<file path="config.mk">
export PLATFORM = sky130hd
export DESIGN_NAME = spi_master_tx
export DESIGN_NICKNAME = d
export VERILOG_FILES = /design/src/rtl/spi_master_tx.sv
export SDC_FILE = /design/constraint.sdc
export NUM_CORES = 1
export LEC_CHECK = 0
export ABC_CLOCK_PERIOD_IN_PS = 3950
export CAP_MARGIN = 5
export CORE_MARGIN = 3
export CORE_UTILIZATION = 59
export DETAILED_ROUTE_END_ITERATION = 7
export PLACE_DENSITY = 0.85
export SLEW_MARGIN = 20
export SYNTH_ARGS = -nofsm -noshare
export SYNTH_HDL_FRONTEND = slang
export SYNTH_SLANG_ARGS = --single-unit
</file>
<file path="constraint.sdc">
create_clock -name clk_i -period 3.95 [get_ports clk_i]
set_input_delay 0.395 -clock clk_i [delete_from_list [all_inputs] [get_ports clk_i]]
set_output_delay 0.395 -clock clk_i [all_outputs]
set_load 0.02 [all_outputs]
</file>
<file path="src/rtl/spi_master_tx.sv">
// 32-bit mode-0 SPI master: one command word per frame, MSB first, with the
// first 16 MISO bits captured as a read-back word.
module spi_master_tx #(
    parameter int CLK_DIV   = 4,
    parameter int SETUP_CYC = 4,
    parameter int HOLD_CYC  = 4,
    parameter int GAP_CYC   = 4
) (
    input  logic        clk_i,
    input  logic        rst_i,
    input  logic        start_i,
    input  logic [31:0] tx_data_i,
    output logic        busy_o,
    output logic        done_o,
    output logic [15:0] rx_data_o,
    output logic        sck_o,
    output logic        mosi_o,
    output logic        ssel_o,
    input  logic        miso_i
);

    localparam logic [2:0] ST_IDLE   = 3'd0;
    localparam logic [2:0] ST_SETUP  = 3'd1;
    localparam logic [2:0] ST_SCK_HI = 3'd2;
    localparam logic [2:0] ST_SCK_LO = 3'd3;
    localparam logic [2:0] ST_HOLD   = 3'd4;
    localparam logic [2:0] ST_GAP    = 3'd5;

    localparam logic [15:0] SETUP_LAST = 16'(SETUP_CYC - 1);
    localparam logic [15:0] DIV_LAST   = 16'(CLK_DIV - 1);
    localparam logic [15:0] HOLD_LAST  = 16'(HOLD_CYC - 1);
    localparam logic [15:0] GAP_LAST   = 16'(GAP_CYC - 1);

    logic [2:0]  state_q,    state_d;
    logic [15:0] cnt_q,      cnt_d;
    logic [4:0]  bitcnt_q,   bitcnt_d;
    logic [31:0] tx_shift_q, tx_shift_d;
    logic [15:0] rx_shift_q, rx_shift_d;
    logic [15:0] rx_data_q,  rx_data_d;
    logic        launch_q,   launch_d;
    logic        sck_q,      sck_d;
    logic        mosi_q,     mosi_d;
    logic        ssel_q,     ssel_d;
    logic        busy_q,     busy_d;
    logic        done_q,     done_d;
    logic        miso_q;

    // Next-state and next-output logic for the frame sequencer.
    always_comb begin
        state_d    = state_q;
        cnt_d      = cnt_q;
        bitcnt_d   = bitcnt_q;
        tx_shift_d = tx_shift_q;
        rx_shift_d = rx_shift_q;
        rx_data_d  = rx_data_q;
        launch_d   = launch_q;
        sck_d      = sck_q;
        mosi_d     = mosi_q;
        ssel_d     = ssel_q;
        busy_d     = busy_q;
        done_d     = 1'b0;

        case (state_q)
            ST_IDLE: begin
                ssel_d = 1'b1;
                sck_d  = 1'b0;
                cnt_d  = 16'd0;
                // An accepted start spends one cycle here with the word
                // latched before SSEL drops; further starts are ignored.
                if (launch_q) begin
                    ssel_d     = 1'b0;
                    mosi_d     = tx_shift_q[31];
                    busy_d     = 1'b1;
                    bitcnt_d   = 5'd0;
                    rx_shift_d = 16'h0000;
                    launch_d   = 1'b0;
                    state_d    = ST_SETUP;
                end else if (start_i) begin
                    tx_shift_d = tx_data_i;
                    launch_d   = 1'b1;
                end else begin
                    launch_d   = 1'b0;
                end
            end

            ST_SETUP: begin
                if (cnt_q == SETUP_LAST) begin
                    sck_d   = 1'b1;
                    cnt_d   = 16'd0;
                    state_d = ST_SCK_HI;
                end else begin
                    cnt_d   = cnt_q + 16'd1;
                end
            end

            ST_SCK_HI: begin
                // First high cycle: miso_q now reflects MISO as it stood
                // just before SCK rose, well after the slave's update.
                if ((cnt_q == 16'd0) && (bitcnt_q < 5'd16)) begin
                    rx_shift_d = {rx_shift_q[14:0], miso_q};
                end else begin
                    rx_shift_d = rx_shift_q;
                end
                if (cnt_q == DIV_LAST) begin
                    sck_d = 1'b0;
                    cnt_d = 16'd0;
                    if (bitcnt_q == 5'd31) begin
                        state_d = ST_HOLD;
                    end else begin
                        bitcnt_d   = bitcnt_q + 5'd1;
                        mosi_d     = tx_shift_q[30];
                        tx_shift_d = {tx_shift_q[30:0], 1'b0};
                        state_d    = ST_SCK_LO;
                    end
                end else begin
                    cnt_d = cnt_q + 16'd1;
                end
            end

            ST_SCK_LO: begin
                if (cnt_q == DIV_LAST) begin
                    sck_d   = 1'b1;
                    cnt_d   = 16'd0;
                    state_d = ST_SCK_HI;
                end else begin
                    cnt_d   = cnt_q + 16'd1;
                end
            end

            ST_HOLD: begin
                if (cnt_q == HOLD_LAST) begin
                    ssel_d    = 1'b1;
                    mosi_d    = 1'b0;
                    done_d    = 1'b1;
                    rx_data_d = rx_shift_q;
                    cnt_d     = 16'd0;
                    state_d   = ST_GAP;
                end else begin
                    cnt_d     = cnt_q + 16'd1;
                end
            end

            ST_GAP: begin
                // The cycle busy drops is also a valid start-accept cycle.
                if (cnt_q == GAP_LAST) begin
                    busy_d  = 1'b0;
                    cnt_d   = 16'd0;
                    state_d = ST_IDLE;
                    if (start_i) begin
                        tx_shift_d = tx_data_i;
                        launch_d   = 1'b1;
                    end else begin
                        launch_d   = 1'b0;
                    end
                end else begin
                    cnt_d = cnt_q + 16'd1;
                end
            end

            default: begin
                state_d  = ST_IDLE;
                cnt_d    = 16'd0;
                launch_d = 1'b0;
                ssel_d   = 1'b1;
                sck_d    = 1'b0;
                mosi_d   = 1'b0;
                busy_d   = 1'b0;
            end
        endcase
    end

    // State, datapath and output registers with synchronous reset.
    always_ff @(posedge clk_i) begin
        if (rst_i) begin
            state_q    <= ST_IDLE;
            cnt_q      <= 16'd0;
            bitcnt_q   <= 5'd0;
            tx_shift_q <= 32'h0000_0000;
            rx_shift_q <= 16'h0000;
            rx_data_q  <= 16'h0000;
            launch_q   <= 1'b0;
            sck_q      <= 1'b0;
            mosi_q     <= 1'b0;
            ssel_q     <= 1'b1;
            busy_q     <= 1'b0;
            done_q     <= 1'b0;
            miso_q     <= 1'b0;
        end else begin
            state_q    <= state_d;
            cnt_q      <= cnt_d;
            bitcnt_q   <= bitcnt_d;
            tx_shift_q <= tx_shift_d;
            rx_shift_q <= rx_shift_d;
            rx_data_q  <= rx_data_d;
            launch_q   <= launch_d;
            sck_q      <= sck_d;
            mosi_q     <= mosi_d;
            ssel_q     <= ssel_d;
            busy_q     <= busy_d;
            done_q     <= done_d;
            miso_q     <= miso_i;
        end
    end

    assign busy_o    = busy_q;
    assign done_o    = done_q;
    assign rx_data_o = rx_data_q;
    assign sck_o     = sck_q;
    assign mosi_o    = mosi_q;
    assign ssel_o    = ssel_q;

endmodule
</file>
Yosys cells after proc, flatten, opt, wreduce, memory -nomap -nowiden. Cells that the tools add are included.

Flip-flop bits (word level): 95. Bits of input ports: 36.

Add/subtract/negate cells: 2. Magnitude comparators: 1. Equality and inequality tests: 15. Mux-type cells: 36. Bitwise operators: 6. Reductions and logical operators: 23.

Operators with widths (number): $mux W32 (5); $pmux W32 S3 (1); $mux W16 (2); $pmux W16 S2 (1); $mux W3 (6); $add A16 B1 Y16 const B (1); $eq A16 B2 Y1 const B (1); $logic_not A16 Y1 (1); $mux W5 (3); $pmux W3 S5 (1); $reduce_and A5 Y1 (3); $ne A2 B2 Y1 const B (7); $pmux W1 S3 (4); $mux W1 (11); $pmux W5 S2 (1); $reduce_and A3 Y1 (3); $reduce_or A4 Y1 (2); $eq A3 B2 Y1 const B (2); $eq A3 B3 Y1 const B (2); $not A1 Y1 (6); $reduce_and A2 Y1 (3); $reduce_or A2 Y1 (3); $reduce_or A3 Y1 (2); $add A5 B1 Y5 const B (1); other kinds (11) (11).

Depth between registers and ports, before layout.
Depth after elaboration: 4. Depth in mapped cells: 10. Mapped depth without buffers: 8.

Worst setup path after synthesis. No wires, ideal clock.

Path kind: reg2reg. Start: register bitcnt_q[0]. End: register tx_shift_q[1]. Arrival time: 1.896 ns. Required time: 3.816 ns. Path slack: 1.920 ns. Cell stages (with the launch flop): 11. Buffers on the path: 2. Clock period less this slack: 2.030 ns. Cell sequence: dfxtp_1 ha_1 and3_1 ha_1 nand2b_1 a21o_1 a21oi_2 or2_1 buf_2 buf_4 a211oi_1.

Longest elaborated chain between the ends: 3.

RTL lines: start: declaration (line 36) `logic [4:0] bitcnt_q, bitcnt_d;`; start signal: assignment (line 191) `bitcnt_q <= bitcnt_d;`; $eq A5 B5 Y1 (line 107) `if (bitcnt_q == 5'd31) begin`; $ne A2 B2 Y1 (no source line); $reduce_and A5 Y1 (no source line); end signal: assignment (line 192) `tx_shift_q <= tx_shift_d;`; end: declaration (line 37) `logic [31:0] tx_shift_q, tx_shift_d;`.

No other way between the ends. A chain may end at the register's enable or synchronous reset.

Final worst setup path.
Start: register bitcnt_q[0]. End: register tx_shift_q[28].

Same word-level chain as after synthesis.

==> key figures <==
Run status
  – Outcome: completed

Timing
  – Slew headroom: 47.24%
  – Final Hold Fails: 0
  – Final setup violating endpoints: 0
  – Fin crit period: between 2 and 3 ns
  – Unrepaired setup endpoints after global routing: no
  – Tcrit/Tclk final: 71.45%
  – Hold Slack: ~0.46 ns
  – Least-Margin Pin Slew: roughly 0.79 ns
  – Clk_skew: about 0.014 ns
  – Maximum clock frequency: between 0.3 and 0.4 GHz
  – Slew Viols, Final: 0
  – Post-route setup TNS: 0 ns

Floorplan
  – Rows: 29
  – Die width: 89.68 um
  – Top-level port count: between 50 and 60
  – Height of the die: 89.68 um
  – Initial core utilization: approximately 63%
  – Die area: roughly 0.0080 mm2
  – Core area: around 0.0066 mm2

Min path
  – Hold path depth: 2
  – Hold_sp: rx_data_o[2]
  – Worst hold path type: reg -> reg
  – WHS Endpoint: rx_data_o[2]

Critical path
  – Cell Chain, Critical Path: ha_1, and3_1, ha_1, nand2b_1, a21o_1, a21oi_2, buf_4, or2_1, buf_4, a211oi_1
  – Crit path kind: reg -> reg
  – Cells on worst reg2reg path: 10
  – Worst reg2reg path endpoint: tx_shift_q[28]
  – CP Max Fanout: 33
  – Worst setup SP type: flip-flop
  – Reg-to-reg slack, setup: 1.13 ns
  – Slowest stage delay, CP: about 0.36 ns
  – Cell at the slowest stage of the critical path: or2_1
  – Critical Path RT: between 4 and 5 ns
  – CP top delay family: simple AND/OR/NAND/NOR gates
  – CP arrival: about 3.1 ns
  – Worst R2R Start: bitcnt_q[0]
  – Worst path depth: 10
  – Critical Path End Type: flip-flop
  – WP buf/inv: 2

Drt
  – WL final: 8422 um
  – DRC Markers: 0
  – Initial DRC count: 210
  – Post-DRT Antenna Nets: 0
  – Vias/cell: about 5.7
  – DRT Pass-1 Iters: 4
  – DR vias: about 3200
  – WL/cell: about 15 um

Pwr
  – PwrDens: around 380 mW/mm2
  – P_leak: between 1.5 and 2 nW
  – Maximum vdd drop: 0.4654 mV

Finish
  – Syn-to-layout area delta: 18.11%
  – Most frequent cells in the layout: dfxtp_1, clkdlybuf4s50_1, nand2_1, nor3_1, a211oi_1
  – Most common cell after layout, fill and taps aside: dfxtp_1
  – Layout cells sized above 1: just under 10%
  – Final nets: between 500 and 600
  – # diodes: 0
  – Post-route insts no fill: 570
  – Post-layout util: 74.30%

Clocking
  – Worst skew pair latency: 0.37 ns
  – TritonCTS Buffers: 9
  – CTS H-tree lvls: 3
  – Total setup buffers inserted after CTS: 0
  – Clock Sink Count: 95
  – Hold_buf cts: 0
  – CTS Buffer Depth: 2
  – Cts repair resizes: 0
  – CTS tree: built
  – CTS clock-pin slew for the worst setup and hold paths: between 0.1 and 0.15 ns
  – CTS root buffer: clkbuf_8

Global routing
  – Antenna violations before repair: 0
  – Vias in the first global route: ~3100
  – Largest net degree at the start of global routing: 36
  – First-pass GRT wire length: ~14000 um
  – Total grt overflow: 0
  – All-Layer GR Usage: between 20 and 25%

Logic synthesis
  – Fraction of the mapped netlist area in simple logic gates: approximately a fifth
  – Syn Area/Cell: 9.586 um2
  – Cell area after synthesis: 0.004131 mm2
  – Synth async-reset ratio: 0%
  – Fraction of synthesized area in multiplexers: under 10%
  – Top post-synthesis cells by area: dfxtp_1, mux2i_1, a211oi_1
  – Mapped Cells: about 430
  – XOR/XNOR Fraction of Synth Area: under 10%
  – Cell taking the most area after synthesis: dfxtp_1
  – Post-synth EDFFs: 0
  – Register area share after synthesis: 46.03%
  – Top FF cell, synth: dfxtp_1
  – Synth Area in Compound Gates: 17.14%
  – Syn Nets: approximately 470
  – Post-synthesis adder-cell area fraction: under 10%
  – Library cells used by synthesis: between 50 and 60
  – Post-synth top area share: around 46%
  – YS warnings: 0
  – Largest family of logic cells by synthesized area: simple AND/OR/NAND/NOR gates
  – Synth Register Bits: 95

Placement
  – Inst Count DP: between 500 and 600
  – Post-DP HPWL: about 5700 um
  – PortBufs: 56
  – Final GP Congestion: ~0.9

Flow run
  – Max cap viols: 0
==> per-stage QoR <==
step	cell area (um2)	power [W]	setup slack, ns
floorplan	4131	0.001157	1.920
global placement	4679	0.001210	1.116
detailed placement	4679	0.001218	1.028
CTS	4880	0.001842	1.149
global route	4880	0.001901	0.9352
finish	4880	0.001831	1.128
==> state kept, by name, indices dropped and copies added (netlist names) <==
| register | flops |
|---|---|
| cnt_q | 16 |
| rx_data_o | 16 |
| mosi_o | 1 |
| busy_o | 1 |
| bitcnt_q | 5 |
| rx_shift_q | 16 |
| ssel_o | 1 |
| done_o | 1 |
| sck_o | 1 |
| launch_q | 1 |
| tx_shift_q | 32 |
| miso_q | 1 |
| state_q | 3 |
==> area by class of cell <==
cell class	instances	area [um2]
fill	490	1688
inverter	9	33.78
tap	93	116.4
sequential	95	1902
multi-input combinational	296	2034
clock inverter	7	76.32
timing repair buffer	61	593.1
clock buffer	9	123.9
==> cells by family (layout without fill, tap and decap cells) <==
logic type,after synthesis,in the layout
AOI/OAI and AO/OA,94,94
DFF,95,95
and+or+nand+nor,150,150
adders and majority gates,4,4
muxes,33,33
xor gates and xnor gates,15,15
buffers and inverters,40,86
==> synthesized netlist by cell type, types with 4 or more instances <==
| cell type | instances |
|---|---|
| a211oi_1 | 33 |
| a21oi_1 | 21 |
| a22o_1 | 14 |
| a22o_2 | 6 |
| buf_2 | 5 |
| buf_4 | 7 |
| clkbuf_1 | 16 |
| dfxtp_1 | 95 |
| ha_1 | 4 |
| inv_1 | 9 |
| mux2i_1 | 32 |
| nand2_1 | 45 |
| nand3_1 | 10 |
| nand4_1 | 4 |
| nor2_1 | 29 |
| nor3_1 | 35 |
| nor4_4 | 5 |
| o21ai_0 | 5 |
| xnor2_1 | 5 |
| xor2_1 | 10 |
==> worst reg2reg max path: cells and delay by family (launching register included) <==
kind	cells	cell delay, ns
and+or+nand+nor	3	0.74
DFF	1	0.34
adders and majority gates	2	0.43
buffers and inverters	2	0.68
AOI/OAI and AO/OA	3	0.51
==> where the power goes <==
part,internal [W],switching (W),total [W]
registers,0.000996,0.0000254,0.00102
clock network,0.000251,0.000381,0.000633
logic,0.0000871,0.0000897,0.000177
==> how the worst max path moves through the flow <==
stage | start | endpoint | slack [ns]
finish | bitcnt_q[0] | tx_shift_q[28] | 1.13
global route | bitcnt_q[0] | tx_shift_q[3] | 0.94
CTS | bitcnt_q[0] | tx_shift_q[28] | 1.15
detailed placement | start_i | tx_shift_q[28] | 1.03
global placement | start_i | tx_shift_q[26] | 1.12
floorplan | bitcnt_q[0] | tx_shift_q[1] | 1.92
==> layer usage <==
metal / part of all wire (%) / up-vias / track usage, %
li1: - / 1639 / -
met1: 48 / 1508 / 29.61
met2: 47 / 73 / 35.17
met3: 4.9 / 8 / 5.657
met4: 1.1 / 0 / 6.360
met5: 0 / - / 0
Power figures use the tool's default switching activity.
